--- config.mk ---
export PLATFORM = sky130hd
export DESIGN_NAME = sprite_blit
export DESIGN_NICKNAME = d
export VERILOG_FILES = /design/src/rtl/sprite_blit.sv
export SDC_FILE = /design/constraint.sdc
export NUM_CORES = 1
export LEC_CHECK = 0
export BUFFER_PORTS_ARGS = -buffer_cell sky130_fd_sc_hd__buf_2
export CAP_MARGIN = 20
export CORE_MARGIN = 4
export CORE_UTILIZATION = 60
export CTS_CLUSTER_SIZE = 14
export DETAILED_ROUTE_END_ITERATION = 8
export PLACE_DENSITY = 0.83
export SLEW_MARGIN = 20
export SYNTH_ARGS = -nofsm -noshare
export SYNTH_HDL_FRONTEND = slang
export SYNTH_SLANG_ARGS = --single-unit
--- constraint.sdc ---
create_clock -name clk -period 8 [get_ports clk]
set_input_delay 0.4 -clock clk [delete_from_list [all_inputs] [get_ports clk]]
set_output_delay 0.4 -clock clk [all_outputs]
set_load 0.01 [all_outputs]
--- src/rtl/sprite_blit.sv ---
// Sprite blitter: walks an SPR_WIDTH x SPR_HEIGHT bitmap from a synchronous ROM
// and writes every visible, non-transparent pixel into the framebuffer.
module sprite_blit #(
  parameter int CORDW      = 16,
  parameter int H_RES      = 640,
  parameter int V_RES      = 480,
  parameter int SPR_WIDTH  = 8,
  parameter int SPR_HEIGHT = 8,
  parameter int SPR_DATAW  = 4,
  parameter int TRANS_IDX  = 0,
  parameter int FB_ADDRW   = 19,
  localparam int SPR_ADDRW = (SPR_WIDTH * SPR_HEIGHT > 1) ? $clog2(SPR_WIDTH * SPR_HEIGHT) : 1
) (
  input  logic                    clk,
  input  logic                    rst,
  input  logic                    start,
  input  logic signed [CORDW-1:0] sprx,
  input  logic signed [CORDW-1:0] spry,
  output logic                    busy,
  output logic                    done,
  output logic [SPR_ADDRW-1:0]    spr_addr,
  input  logic [SPR_DATAW-1:0]    spr_data,
  output logic [FB_ADDRW-1:0]     fb_addr,
  output logic [SPR_DATAW-1:0]    fb_data,
  output logic                    fb_we,
  input  logic                    fb_ready
);

  localparam int BXW = (SPR_WIDTH  > 1) ? $clog2(SPR_WIDTH)  : 1;
  localparam int BYW = (SPR_HEIGHT > 1) ? $clog2(SPR_HEIGHT) : 1;

  localparam logic [2:0] IDLE      = 3'd0;
  localparam logic [2:0] READ      = 3'd1;
  localparam logic [2:0] WAIT_DATA = 3'd2;
  localparam logic [2:0] WRITE     = 3'd3;
  localparam logic [2:0] DONE      = 3'd4;

  localparam logic signed [CORDW-1:0] H_LIM   = CORDW'(H_RES);
  localparam logic signed [CORDW-1:0] V_LIM   = CORDW'(V_RES);
  localparam logic [SPR_DATAW-1:0]    TRANS_V = SPR_DATAW'(TRANS_IDX);
  localparam logic [BXW-1:0]          BX_LAST = BXW'(SPR_WIDTH - 1);
  localparam logic [BYW-1:0]          BY_LAST = BYW'(SPR_HEIGHT - 1);

  logic [2:0]              state;
  logic signed [CORDW-1:0] sprx_r;
  logic signed [CORDW-1:0] spry_r;
  logic [BXW-1:0]          bx;
  logic [BYW-1:0]          by;

  logic signed [CORDW-1:0] px;
  logic signed [CORDW-1:0] py;
  logic                    visible;
  logic                    last_px;
  logic                    adv;
  logic [FB_ADDRW-1:0]     lin_addr;

  // Pixel position and visibility, evaluated while ROM data is valid (WAIT_DATA)
  always_comb begin
    px       = sprx_r + $signed({{(CORDW-BXW){1'b0}}, bx});
    py       = spry_r + $signed({{(CORDW-BYW){1'b0}}, by});
    visible  = !px[CORDW-1] && (px < H_LIM) &&
               !py[CORDW-1] && (py < V_LIM) &&
               (spr_data != TRANS_V);
    lin_addr = FB_ADDRW'(py) * FB_ADDRW'(H_RES) + FB_ADDRW'(px);
    last_px  = (bx == BX_LAST) && (by == BY_LAST);
    adv      = ((state == WAIT_DATA) && !visible) ||
               ((state == WRITE) && fb_ready);
  end

  always_ff @(posedge clk) begin
    if (!rst) begin
      state    <= IDLE;
      busy     <= 1'b0;
      done     <= 1'b0;
      fb_we    <= 1'b0;
      spr_addr <= '0;
      fb_addr  <= '0;
      fb_data  <= '0;
      bx       <= '0;
      by       <= '0;
      sprx_r   <= '0;
      spry_r   <= '0;
    end else begin
      done <= 1'b0;
      case (state)
        IDLE: begin
          if (start) begin
            sprx_r   <= sprx;
            spry_r   <= spry;
            bx       <= '0;
            by       <= '0;
            spr_addr <= '0;
            busy     <= 1'b1;
            state    <= READ;
          end
        end
        READ:      state <= WAIT_DATA;
        WAIT_DATA: begin
          if (visible) begin
            fb_addr <= lin_addr;
            fb_data <= spr_data;
            fb_we   <= 1'b1;
            state   <= WRITE;
          end
        end
        WRITE: begin
          if (fb_ready) fb_we <= 1'b0;
        end
        DONE:      state <= IDLE;
        default:   state <= IDLE;
      endcase

      // Advance to the next bitmap pixel (overrides the state chosen above)
      if (adv) begin
        if (last_px) begin
          busy  <= 1'b0;
          done  <= 1'b1;
          state <= DONE;
        end else begin
          if (bx == BX_LAST) begin
            bx <= '0;
            by <= by + BYW'(1);
          end else begin
            bx <= bx + BXW'(1);
          end
          spr_addr <= spr_addr + SPR_ADDRW'(1);
          state    <= READ;
        end
      end
    end
  end

endmodule

==> impl_results.md <==
* Vias at 3947
* Register share of total power at 0.421
* Final Setup Violations at 0
* CTS tree: yes
* Final TNS setup at 0 ps
* Clk Latency, worst-skew pair at 350 ps
* Crit start category: flop
* Slew @ Worst Pin at 982 ps
* P_leak at 2.32 nW
* CP arrival at 5090 ps
* First-pass GRT wire length at 17300 um
* Synth warn at 0
* GP Congestion at 0.893
* DP HPWL at 7510 um
* Fin nets at 682
* Clk network pwr share at 0.285
* Drc violations at 0
* Critical Path Max Stage Delay at 500 ps
* Ratio of cells with drive above 1 in the final layout at 0.185
* Yosys reg bits at 73
* Number of enable flip-flop cells after synthesis at 0
* FP Rows at 32
* Post_cts resized at 0
* Io pins at 72
* Post-Route WL at 10200 um
* Post-placement cell count at 690
* Antenna viol nets, final at 0
* Pin count of the biggest net entering global routing at 69
* Clk buf depth at 2
* Core Box Area at 7730 um^2
* Vias in the first global route at 3829
* Initial drt markers at 125
* DR WL/cell at 14.4 um
* Period Utilization, post-route at 0.609
* Critical path endpoint category: flop
* Total number of H-tree levels at 3
* Yosys cell types at 69
* Vias/cell at 5.59
* Status: finished clean
* Most used cell, CP: ha_1
* Sequential share of the synthesized area at 0.305
* Crit path cell chain: ha_1, inv_1, fa_1, nor2b_2, or2_2, nand2_1, xnor2_1, ha_1, ha_1, a21o_1, a21oi_1, o21bai_1, a21oi_1, xnor2_1, ha_1, nand3_1, o311ai_0, a21o_1, a21oi_1, xnor2_1, o22ai_1
* Logic pwr share at 0.294
* Mapped Area at 4780 um^2
* RSZ-0062 raised after global routing: no
* Antenna violations before repair at 0
* Clock Sinks at 73
* Congestion Overflow GR at 0
* Setup Skew at 9.65 ps
* Hold Buf Count CTS at 0
* Internal power at 0.685 mW
* Final Hold Viols at 0
* Syn nets at 624
* Synth Area per Inst at 8.84 um^2
* Root Driver: clkbuf_8
* Inserted Clock Buffers at 9
* Non-Filler Instances at 706
* N_diodes at 0
* HP Class: in2reg
* Slew Limit Fails at 0
* Total iterations of the first detailed-routing run at 4
* Starting Density at 0.619
* Req. time, crit path at 8220 ps
* FFs w/ async S/R, synth at 0
* Die area at 9470 um^2
* Slowest CP cell: o311ai_0
* Max Cap Viol at 0
* # port buffers at 71
* CP max FO at 6
* Top_reg_cell synth: dfxtp_1
* Postcts setup bufs at 0
* Switching pwr at 0.350 mW
* Cell count after synthesis at 541
* Die width at 97.3 um
* Power per cell area at 195 nW/um^2
* Worst slew margin at 0.345
* Fin crit period at 4870 ps
* Gr usage total at 0.216
* F_max at 0.205 GHz
* Worst vdd ir at 0.117 mV
* CTS clk-pin slew, worst paths at 80 ps
* Switch share at 0.338
* Die height at 97.3 um
* Crit Path Category: reg2reg
* Area growth, synth to finish at 10.6%
[per-stage QoR]
| stage | utilization | power [mW] | instance area [um^2] | hold WS [ps] | setup slack [ps] |
|---|---|---|---|---|---|
| 3_5_place_dp | 0.660 | 0.744 | 5100 | 460 | 3200 |
| 6_report | 0.685 | 1.03 | 5290 | 292 | 3130 |
| 2_1_floorplan | - | 0.684 | 4780 | 441 | 3700 |
| 3_3_place_gp | 0.660 | 0.732 | 5100 | 461 | 3430 |
| 4_1_cts | 0.685 | 1.04 | 5290 | 282 | 3120 |
| 5_1_grt | 0.685 | 1.10 | 5290 | 287 | 2700 |
[cells in the mapped netlist, types with 4 or more instances]
cell | instances | area share
xor2_1 | 14 | 0.026
and3_1 | 6 | 0.0078
dfxtp_1 | 73 | 0.31
a21boi_0 | 31 | 0.049
xnor2_1 | 32 | 0.059
nor3_1 | 8 | 0.0084
buf_6 | 4 | 0.0094
nand2_1 | 90 | 0.071
a21o_1 | 7 | 0.011
o21a_1 | 5 | 0.0078
a211oi_2 | 5 | 0.013
nand4_1 | 8 | 0.010
ha_1 | 39 | 0.10
nor2_1 | 25 | 0.020
o311ai_0 | 4 | 0.0073
o211ai_1 | 6 | 0.0094
nand3_1 | 19 | 0.020
nor2b_1 | 15 | 0.020
a21oi_1 | 20 | 0.021
inv_1 | 11 | 0.0086
o21ai_0 | 8 | 0.0084
mux2i_1 | 24 | 0.050
fa_1 | 4 | 0.017
clkbuf_1 | 14 | 0.011
[worst max-delay path: cells and delay by family, from the launching register on]
family          cells  cell delay (ps)
compound gates      8             1590
simple gates        4              640
xor+xnor            3              420
fa+ha+maj           5             1630
buf+inv             1               60
flops               1              390
[cell families (layout without fill, tap and decap cells)]
logic type | Yosys count | in the layout | synth area share
adder cells (fa/ha/maj) | 43 | 43 | 0.119
multiplexers | 24 | 24 | 0.0502
AND/OR/NAND/NOR | 208 | 208 | 0.222
AO/OA/AOI/OAI | 108 | 108 | 0.167
flip-flops | 73 | 73 | 0.305
buffers and inverters | 39 | 102 | 0.0518
XOR/XNOR | 46 | 46 | 0.0842
[power by group through the flow]
stage	Combinational [mW]	Sequential [mW]	Clock, mW
4_1_cts	0.305	0.435	0.301
6_report	0.304	0.436	0.294
2_1_floorplan	0.252	0.431	0
3_5_place_dp	0.301	0.443	0
3_3_place_gp	0.291	0.441	0
5_1_grt	0.343	0.442	0.317
[placed cells by master (no fill, tap or decap), types with 4 or more instances in the layout]
cell type	n
buf_2	71
nor2_1	25
o211ai_1	6
o21a_1	5
dfxtp_1	73
inv_1	11
nand4_1	8
xnor2_1	32
and3_1	6
a21oi_1	20
xor2_1	14
nand2_1	90
buf_4	4
mux2i_1	24
nor3_1	8
fa_1	4
clkbuf_8	10
a21o_1	7
a211oi_2	5
nand3_1	19
o311ai_0	4
nor2b_1	15
ha_1	39
o21ai_0	8
a21boi_0	31
[final timing paths]
kind / startpoint / end / slack (ps) / cells after the start
worst min register to register: spry_r[2] / spry_r[2] / 480 / 2
worst max-delay path: by[0] / fb_addr[18] / 3130 / 21
worst min-delay path: sprx[2] / sprx_r[2] / 290 / 3
worst max register to register: by[0] / fb_addr[18] / 3130 / 21
[routing by layer]
| metal | vias to the layer above | GRT usage | wire length, um |
|---|---|---|---|
| li1 | 2031 | - | - |
| met4 | 0 | 0.0735 | 146 |
| met5 | - | 0 | 0 |
| met3 | 13 | 0.0488 | 418 |
| met2 | 65 | 0.371 | 4940 |
| met1 | 1838 | 0.266 | 4670 |
[flip-flops by register name (all words and copies together) (netlist names)]
register	flops
bx	3
busy	1
by	3
sprx_r	16
spry_r	16
done	1
spr_addr	6
fb_we	1
fb_data	4
fb_addr	19
state	3
[cell type report]
| class | count | area [um^2] |
|---|---|---|
| flip-flops and latches | 73 | 1460 |
| fillers | 627 | 2430 |
| clock inverters | 4 | 51.3 |
| multi-input cells | 429 | 3080 |
| repair buffers | 75 | 385 |
| well taps | 102 | 128 |
| clock buffers | 12 | 145 |
| inverters | 11 | 41.3 |
No activity file was read; power rests on OpenSTA's default activity.
